$ cat src/rtl/uart_arb_pkg.sv
// Shared types and default sizing for the UART transmit arbiter.
// Latency: none (declarations only).
// Backpressure: n/a.
package uart_arb_pkg;

   // Arbiter sequencing: pick a winner, acknowledge it, kick the tx core, wait for the frame
   typedef enum logic [1:0] {
      IDLE      = 2'd0,
      ACCEPT    = 2'd1,
      START     = 2'd2,
      WAIT_DONE = 2'd3
   } arb_state_t;

   localparam int DEF_NUM_REQ     = 4;
   localparam int DEF_DATA_W      = 8;
   localparam int DEF_TIMEOUT_CYC = 200000;

endpackage

$ cat src/rtl/rr_picker.sv
// Round-robin winner selection: first valid requester scanning from rr_ptr upward, wrapping.
// Latency: purely combinational.
// Backpressure: none; the caller decides when the result is consumed.
module rr_picker
   import uart_arb_pkg::*;
#(
   parameter  int NUM_REQ = DEF_NUM_REQ,
   localparam int ID_W    = $clog2(NUM_REQ)
) (
   input  logic [NUM_REQ-1:0] req_valid,
   input  logic [ID_W-1:0]    rr_ptr,
   output logic               any_valid,
   output logic [ID_W-1:0]    winner
);

   // Scan offsets from farthest to nearest so the closest valid index to rr_ptr is assigned last and wins
   always_comb begin
      any_valid = 1'b0;
      winner    = '0;
      for (int k = NUM_REQ - 1; k >= 0; k--) begin
         if (req_valid[ID_W'((int'(rr_ptr) + k) % NUM_REQ)]) begin
            any_valid = 1'b1;
            winner    = ID_W'((int'(rr_ptr) + k) % NUM_REQ);
         end
      end
   end

endmodule

$ cat src/rtl/uart_tx_arbiter.sv
// Shares one UART tx core among NUM_REQ byte producers, round-robin, one byte per grant, with a frame watchdog.
// Latency: req_valid seen in IDLE -> req_ready +1 cycle -> tx_start +2 cycles; >= 4 cycles between tx_start pulses.
// Backpressure: requesters hold valid/data until their req_ready pulse; the tx core is paced by tx_start/tx_done.
// Optional feature macro: UART_ARB_LOCK_EN (sticky grant while req_lock of the granted requester is high).
module uart_tx_arbiter
   import uart_arb_pkg::*;
#(
   parameter  int NUM_REQ     = DEF_NUM_REQ,
   parameter  int DATA_W      = DEF_DATA_W,
   parameter  int TIMEOUT_CYC = DEF_TIMEOUT_CYC,
   localparam int ID_W        = $clog2(NUM_REQ),
   localparam int CNT_W       = $clog2(TIMEOUT_CYC)
) (
   input  logic                      clk,
   input  logic                      reset,
   input  logic [NUM_REQ-1:0]        req_valid,
   input  logic [NUM_REQ*DATA_W-1:0] req_data,
   input  logic [NUM_REQ-1:0]        req_lock,
   output logic [NUM_REQ-1:0]        req_ready,
   output logic                      tx_start,
   output logic [DATA_W-1:0]         tx_data,
   input  logic                      tx_done,
   output logic [ID_W-1:0]           grant_id,
   output logic                      arb_busy,
   output logic                      tmo_err
);

   // Counter holds CNT_SAT in the cycle tmo_err is visible; the expiry decision is taken one value earlier
   localparam logic [CNT_W-1:0] CNT_SAT    = CNT_W'(TIMEOUT_CYC - 1);
   localparam logic [CNT_W-1:0] CNT_EXPIRE = CNT_W'(TIMEOUT_CYC - 2);

   arb_state_t        state;
   logic [ID_W-1:0]   rr_ptr;
   logic [CNT_W-1:0]  wd_cnt;
   logic              any_valid;
   logic [ID_W-1:0]   winner;
   logic [ID_W-1:0]   next_ptr;
   logic [ID_W-1:0]   done_ptr;
   logic [DATA_W-1:0] req_bytes [NUM_REQ];

   for (genvar i = 0; i < NUM_REQ; i++) begin : g_bytes
      assign req_bytes[i] = req_data[i*DATA_W +: DATA_W];
   end

   rr_picker #(
      .NUM_REQ (NUM_REQ)
   ) u_picker (
      .req_valid (req_valid),
      .rr_ptr    (rr_ptr),
      .any_valid (any_valid),
      .winner    (winner)
   );

   // Requester after the current grant, wrapping explicitly so non-power-of-two NUM_REQ works
   assign next_ptr = (grant_id == ID_W'(NUM_REQ - 1)) ? '0 : grant_id + 1'b1;

`ifdef UART_ARB_LOCK_EN
   // A locked requester keeps the pointer on itself, so it wins again if still valid
   assign done_ptr = req_lock[grant_id] ? grant_id : next_ptr;
`else
   logic unused_lock;
   assign unused_lock = ^req_lock;
   assign done_ptr    = next_ptr;
`endif

   // Arbitration FSM with registered outputs, round-robin pointer and frame watchdog
   always_ff @(posedge clk or negedge reset) begin
      if (!reset) begin
         state     <= IDLE;
         rr_ptr    <= '0;
         wd_cnt    <= '0;
         req_ready <= '0;
         tx_start  <= 1'b0;
         tx_data   <= '0;
         grant_id  <= '0;
         arb_busy  <= 1'b0;
         tmo_err   <= 1'b0;
      end else begin
         req_ready <= '0;
         tx_start  <= 1'b0;
         tmo_err   <= 1'b0;
         case (state)
            IDLE: begin
               if (any_valid) begin
                  grant_id  <= winner;
                  tx_data   <= req_bytes[winner];
                  req_ready <= NUM_REQ'(1) << winner;
                  arb_busy  <= 1'b1;
                  state     <= ACCEPT;
               end
            end
            ACCEPT: begin
               tx_start <= 1'b1;
               state    <= START;
            end
            START: begin
               wd_cnt <= '0;
               state  <= WAIT_DONE;
            end
            WAIT_DONE: begin
               if (tx_done) begin
                  rr_ptr   <= done_ptr;
                  arb_busy <= 1'b0;
                  state    <= IDLE;
               end else begin
                  if (wd_cnt != CNT_SAT) begin
                     wd_cnt <= wd_cnt + 1'b1;
                  end
                  if (wd_cnt == CNT_EXPIRE) begin
                     // Timeout always advances, breaking any lock
                     tmo_err  <= 1'b1;
                     rr_ptr   <= next_ptr;
                     arb_busy <= 1'b0;
                     state    <= IDLE;
                  end
               end
            end
            default: begin
               arb_busy <= 1'b0;
               state    <= IDLE;
            end
         endcase
      end
   end

endmodule

$ cat config.mk
export PLATFORM = sky130hd
export DESIGN_NAME = uart_tx_arbiter
export DESIGN_NICKNAME = d
export VERILOG_FILES = /design/src/rtl/uart_arb_pkg.sv /design/src/rtl/rr_picker.sv /design/src/rtl/uart_tx_arbiter.sv
export SDC_FILE = /design/constraint.sdc
export NUM_CORES = 1
export LEC_CHECK = 0
export ABC_AREA = 0
export BUFFER_PORTS_ARGS = -buffer_cell sky130_fd_sc_hd__buf_2
export CORE_MARGIN = 4
export CORE_UTILIZATION = 45
export CTS_CLUSTER_DIAMETER = 40
export DETAILED_ROUTE_END_ITERATION = 8
export PLACE_DENSITY_LB_ADDON = 0.3
export SYNTH_ARGS = -nofsm -noshare
export SYNTH_HDL_FRONTEND = slang
export SYNTH_SLANG_ARGS = --single-unit
$ cat constraint.sdc
create_clock -name clk -period 1.9 [get_ports clk]
set_input_delay 0.285 -clock clk [delete_from_list [all_inputs] [get_ports clk]]
set_output_delay 0.285 -clock clk [all_outputs]
set_load 0.01 [all_outputs]
### Word-level counts from Yosys, hierarchy flattened

Cells that the tools add are included.

| storage, ports and cells | value |
|---|---|
| register bits | 39 |
| latch bits | 0 |
| memory bits (writable) | 0 |
| bits in read-only memories | 0 |
| input port bits | 43 |
| output and inout port bits | 17 |
| memories | 0 |

| cells by class | value |
|---|---|
| add/subtract/negate cells | 5 |
| $mul | 0 |
| divide/modulo/power cells | 0 |
| $lt $le $gt $ge | 5 |
| equal/unequal tests | 10 |
| shifts and indexed selects | 1 |
| multiplexer cells | 43 |
| bitwise operators | 1 |
| reductions and logical operators | 9 |

Operators by type and width:

| operator | number |
|---|---|
| two-way mux 18 bit | 2 |
| case mux 18 bit (2 select lines) | 1 |
| two-way mux 2 bit | 10 |
| two-way mux 1 bit | 19 |
| adder 18 x 1 -> 18 bit, second input constant | 1 |
| == test 18 bit, second input constant | 1 |
| != test 18 bit, second input constant | 1 |
| binary-select mux 8 bit (select 2 bit) | 1 |
| < comparator 2 x 4 -> 1 bit, second input constant | 4 |
| two-way mux 8 bit | 2 |
| binary-select mux 1 bit (select 2 bit) | 4 |
| two-way mux 4 bit | 2 |
| case mux 2 bit (4 select lines) | 1 |
| == test 2 bit, second input constant | 3 |
| != test 2 bit, second input constant | 3 |
| AND reduction 2 bit | 3 |
| AND reduction 3 bit | 2 |
| nonzero test 2 bit | 3 |
| adder 2 x 1 -> 2 bit, second input constant | 2 |
| adder 2 bit, second input constant | 2 |
| << shifter 1 x 2 -> 4 bit, first input constant | 1 |
| greater-or-equal comparator 3 bit, second input constant | 1 |
| != test 3 bit, second input constant | 1 |
| NOT 2 -> 3 bit | 1 |
| 3 further kinds | 3 |

### Depth between registers and ports, before layout

| logic depth | value |
|---|---|
| word-level depth | 12 |
| gate-level depth with buffers | 7 |
| mapped depth without buffers | 7 |

### Hierarchy

A second synthesis with hierarchy kept.

| unflattened totals | value |
|---|---|
| cells, all modules | 193 |
| area, all modules | 2133.3 um2 |

Modules (own cells, without submodules):

| module | instances | cells an instance | area each (um2) | seq. area each (um2) |
|---|---|---|---|---|
| uart_tx_arbiter | 1 | 180 | 2055.7 | 975.9 |
| rr_picker | 1 | 13 | 77.6 | 0.0 |

### Worst setup path after synthesis

OpenSTA, ideal clock, no wires.

| path | value |
|---|---|
| kind | reg-to-reg |
| start | register wd_cnt[13] |
| end | register rr_ptr[0] |
| data arrival time | 1.928 ns |
| setup slack | -0.153 ns |
| cell stages (with the launch flop) | 6 |
| buffers on the path | 0 |
| clock period less this slack | 2.053 ns |
| path through | dfrtp_1 > or4b_4 > nor4_4 > a31oi_1 > nor2b_2 > mux2_2 |

| between the ends | value |
|---|---|
| cells in the longest elaborated chain, start to end | 3 |

RTL lines:

| element | line | source |
|---|---|---|
| from (decl) | uart_tx_arbiter.sv:34 | `logic [CNT_W-1:0] wd_cnt;` |
| from (signal assigned) | uart_tx_arbiter.sv:107 | `wd_cnt <= wd_cnt + 1'b1;` |
| == test 18 bit | uart_tx_arbiter.sv:109 | `if (wd_cnt == CNT_EXPIRE) begin` |
| nonzero test 2 bit (no line) | n/a |  |
| AND reduction 2 bit (no line) | n/a |  |
| to (signal assigned) | uart_tx_arbiter.sv:102 | `rr_ptr <= done_ptr;` |
| to (signal assigned) | uart_tx_arbiter.sv:112 | `rr_ptr <= next_ptr;` |
| to (decl) | uart_tx_arbiter.sv:33 | `logic [ID_W-1:0] rr_ptr;` |

Every way passes these cells.
A chain may end at the register's enable or synchronous reset.

### Worst setup path after layout

| path | value |
|---|---|
| start | register wd_cnt[15] |
| end | register rr_ptr[0] |

Same word-level chain as after synthesis.

==> run_results.csv <==
group,metric,value,unit
routing,firstDrtPassIters,4,
routing,viasPerCell,5.098,
synth,seq_area_frac_synth,44.14,%
placement,finalWeightedCongestion,0.8224,
global_routing,grt_start_max_net_pins,40,
final_layout,final_cell_area_excluding_filler_cells,2950,µm²
worst_setup_path,cp_cell_sequence,"or4bb_1, nor4_4, buf_4, a31oi_2, nor2b_2, mux2_2",
timing,min_period_over_period,110.4,%
min_path,hold_class,"in2async",
synth,synth.top_cells.by_area,"sky130_fd_sc_hd__dfrtp_1, sky130_fd_sc_hd__mux2i_1, sky130_fd_sc_hd__xor2_1",
cts,cts-root-buf,"sky130_fd_sc_hd__clkbuf_8",
timing,finalWorstPathRequiredPeriod,2.097,ns
timing,rsz0062_at_grt,"true",
final_layout,antenna-diode-count,0,
final_layout,final_common_cell,"sky130_fd_sc_hd__buf_2",
global_routing,antenna_found_initial,0,
timing,finalMaxSlewViolations,0,
floorplan,die_area,6099,µm²
final_layout,layout_common_cells,"sky130_fd_sc_hd__buf_2, sky130_fd_sc_hd__dfrtp_1, sky130_fd_sc_hd__buf_4, sky130_fd_sc_hd__nor2_1, sky130_fd_sc_hd__nand2_1",
worst_setup_path,startpoint,"wd_cnt[15]$_DFFE_PN0P_",
timing,achievable_freq,0.4769,GHz
global_routing,number_of_global_route_vias_before_repair,1892,
cts,clkTransAtPathRegs,0.08,ns
timing,maxSlewHeadroom,55.31,%
power,ir_drop,0.6245,mV
timing,timing.final.ws_setup,-0.1969,ns
worst_setup_path,critPathKind,"reg2reg",
cts,h-tree-depth,2,
outcome,run_status,"finished, violations left",
routing,route.antenna.remaining_nets,0,
routing,detailroute.via_count,1917,
power,power-per-cell-area,1087,nW/µm²
worst_setup_path,path_max_fanout,3,
worst_setup_path,timing.critical_path.arrival,2.28,ns
worst_setup_path,worst-r2r-setup-slack,-0.20,ns
worst_setup_path,cp-start-kind,"register",
floorplan,rows,25,
timing,worst_slew_pin_slew,0.6690,ns
floorplan,dieHeight,78.10,µm
timing,number_of_hold_violations_in_the_final_report,0,
worst_setup_path,crit_path_end_kind,"register",
synth,post_synthesis_cells,221,
placement,placed_cell_area,2773,µm²
timing,setup_viols_final,10,
cts,cts_buffers,5,
routing,drt-initial-drc-count,92,
synth,synth_ff_type,"sky130_fd_sc_hd__dfrtp_1",
global_routing,gr-usage-all-layers,17.33,%
cts,cts_tree,"built",
routing,drt_wl_total,4938,µm
routing,route.detailed.wl_per_inst,13.13,µm
synth,ys.warnings.count,0,
floorplan,design.core.area,4755,µm²
cts,cts.hold.buffers_added,0,
outcome,violations_in_the_final_reports,"negative setup slack",
timing,finClkSkew,0.006163,ns
worst_setup_path,startpoint_of_the_most_critical_register_to_register_path,"wd_cnt[15]$_DFFE_PN0P_",
final_layout,ratio_of_cells_with_drive_above_1_in_the_final_layout,38.19,%
synth,number_of_synthesized_flops_with_an_enable_pin,0,
final_layout,area_growth,33.45,%
placement,place_hpwl,3717,µm
cts,cts_max_path_buffers,2,
floorplan,die_width,78.10,µm
synth,post_synth_num_cell_types,46,
worst_setup_path,worst_path_largest_cell_delay,0.55,ns
synth,yosys_register_bits,39,
synth,postSynthNetCount,272,
global_routing,grt_first_pass_wirelength,8542,µm
placement,place_inst,364,
power,static_leakage,1.511,nW
synth,async_flop_share,100.0,%
routing,remaining_drc_errors,0,
final_layout,design.final.nets,359,
synth,post_synth_instance_area,2211,µm²
worst_setup_path,cp_data_required_time,2.08,ns
final_layout,fin_cells,376,
global_routing,globalRouteOverflowTotal,0,
synth,yosysTopAreaCellShare,44.14,%
placement,place.port_buffers,55,
floorplan,top_level_ports,60,
cts,cts.sinks,39,
job,cap_violations,0,
synth,synth_area_per_cell,10.00,µm²
worst_setup_path,cpMaxStageDelayCell,"sky130_fd_sc_hd__or4bb_1",
floorplan,floorplan.initialDensity,46.50,%
synth,synthDominantAreaCellType,"sky130_fd_sc_hd__dfrtp_1",
cts,clk_latency,0.29,ns
==> critical path, delay by kind of cell, from the launching register on <==
| family | cells | cell delay (ns) |
|---|---|---|
| flip-flops | 1 | 0.38 |
| AO/OA/AOI/OAI | 1 | 0.11 |
| buffers and inverters | 1 | 0.17 |
| multiplexers | 1 | 0.34 |
| AND/OR/NAND/NOR | 3 | 0.98 |
==> kinds of logic after synthesis <==
kind of cell / Yosys count / synth area share, %
flip-flops: 39 / 44.14
adder cells (fa/ha/maj): 8 / 4.528
AND/OR/NAND/NOR: 93 / 24.45
XOR/XNOR: 12 / 4.754
AO/OA/AOI/OAI: 41 / 13.07
buffers and inverters: 14 / 2.547
multiplexers: 14 / 6.508
==> state kept, by name, summed over array words and instances (netlist names) <==
| register | flops |
|---|---|
| tx_data | 8 |
| state | 2 |
| grant_id | 2 |
| wd_cnt | 18 |
| rr_ptr | 2 |
| req_ready | 4 |
| arb_busy | 1 |
| tmo_err | 1 |
| tx_start | 1 |
==> what timing repair did <==
item | 4_1_cts | 5_1_grt
pin swaps | 6 | 3
buffers inserted | 3 | 1
resized for setup | 7 | 8
gates cloned | 0 | 0
endpoints found under the setup margin | 16 | 21
==> metal layers <==
layer	GRT usage [%]	routed length [µm]	up-vias
met2	28.94	2339	54
li1	-	-	969
met4	5.070	61	0
met5	0	0	-
met1	22.06	2245	885
met3	4.702	292	9
==> final timing paths <==
kind	endpoint	cells past startpoint
worst max-delay path	rr_ptr[0]$_DFFE_PN0P_	6
worst min-delay path	wd_cnt[3]$_DFFE_PN0P_	2
worst max register to register	rr_ptr[0]$_DFFE_PN0P_	6
worst min register to register	tx_data[3]$_DFFE_PN0P_	2
max in group asynchronous	req_ready[3]$_DFF_PN0_	2
min in group clk	tmo_err$_DFF_PN0_	3
==> power breakdown <==
group | internal (W) | total, W | leakage [nW] | switching, W
clock network | 0.000262 | 0.000575 | 0.0408 | 0.000312
registers | 0.00104 | 0.00117 | 0.515 | 0.000135
logic | 0.000686 | 0.00146 | 0.955 | 0.000773
==> synth_stat cells, types with 8 or more instances <==
master / number
sky130_fd_sc_hd__a21boi_0: 8
sky130_fd_sc_hd__and3_1: 13
sky130_fd_sc_hd__clkbuf_1: 9
sky130_fd_sc_hd__dfrtp_1: 39
sky130_fd_sc_hd__ha_1: 8
sky130_fd_sc_hd__mux2i_1: 11
sky130_fd_sc_hd__nand2_1: 18
sky130_fd_sc_hd__nor2_1: 18
sky130_fd_sc_hd__nor2b_1: 8
sky130_fd_sc_hd__o21ai_0: 9
sky130_fd_sc_hd__o311ai_0: 8
sky130_fd_sc_hd__xor2_1: 12
==> per-stage QoR <==
stage | hold WS [ns] | power (W) | TNS (ns) | setup WS [ns] | utilization (%)
2_1_floorplan | -0.01059 | 0.002029 | -0.4301 | -0.1493 | -
3_3_place_gp | 0.3617 | 0.002539 | -1.527 | -0.2019 | 58.32
3_5_place_dp | 0.3732 | 0.002588 | -2.184 | -0.2516 | 58.32
4_1_cts | 0.05158 | 0.003192 | -0.9779 | -0.1791 | 61.24
5_1_grt | 0.08533 | 0.003462 | -1.979 | -0.2453 | 62.05
6_report | 0.02816 | 0.003206 | -1.161 | -0.1969 | 62.05
==> cell type report <==
type	count	area, µm²
Fill cell	419	1804
Multi-Input combinational cell	168	1234
Sequential cell	39	975.9
Timing Repair Buffer	91	553.0
Tap cell	67	83.83
Clock buffer	5	68.82
Clock inverter	3	23.77
Inverter	3	11.26
(Power assumes the default switching activity.)
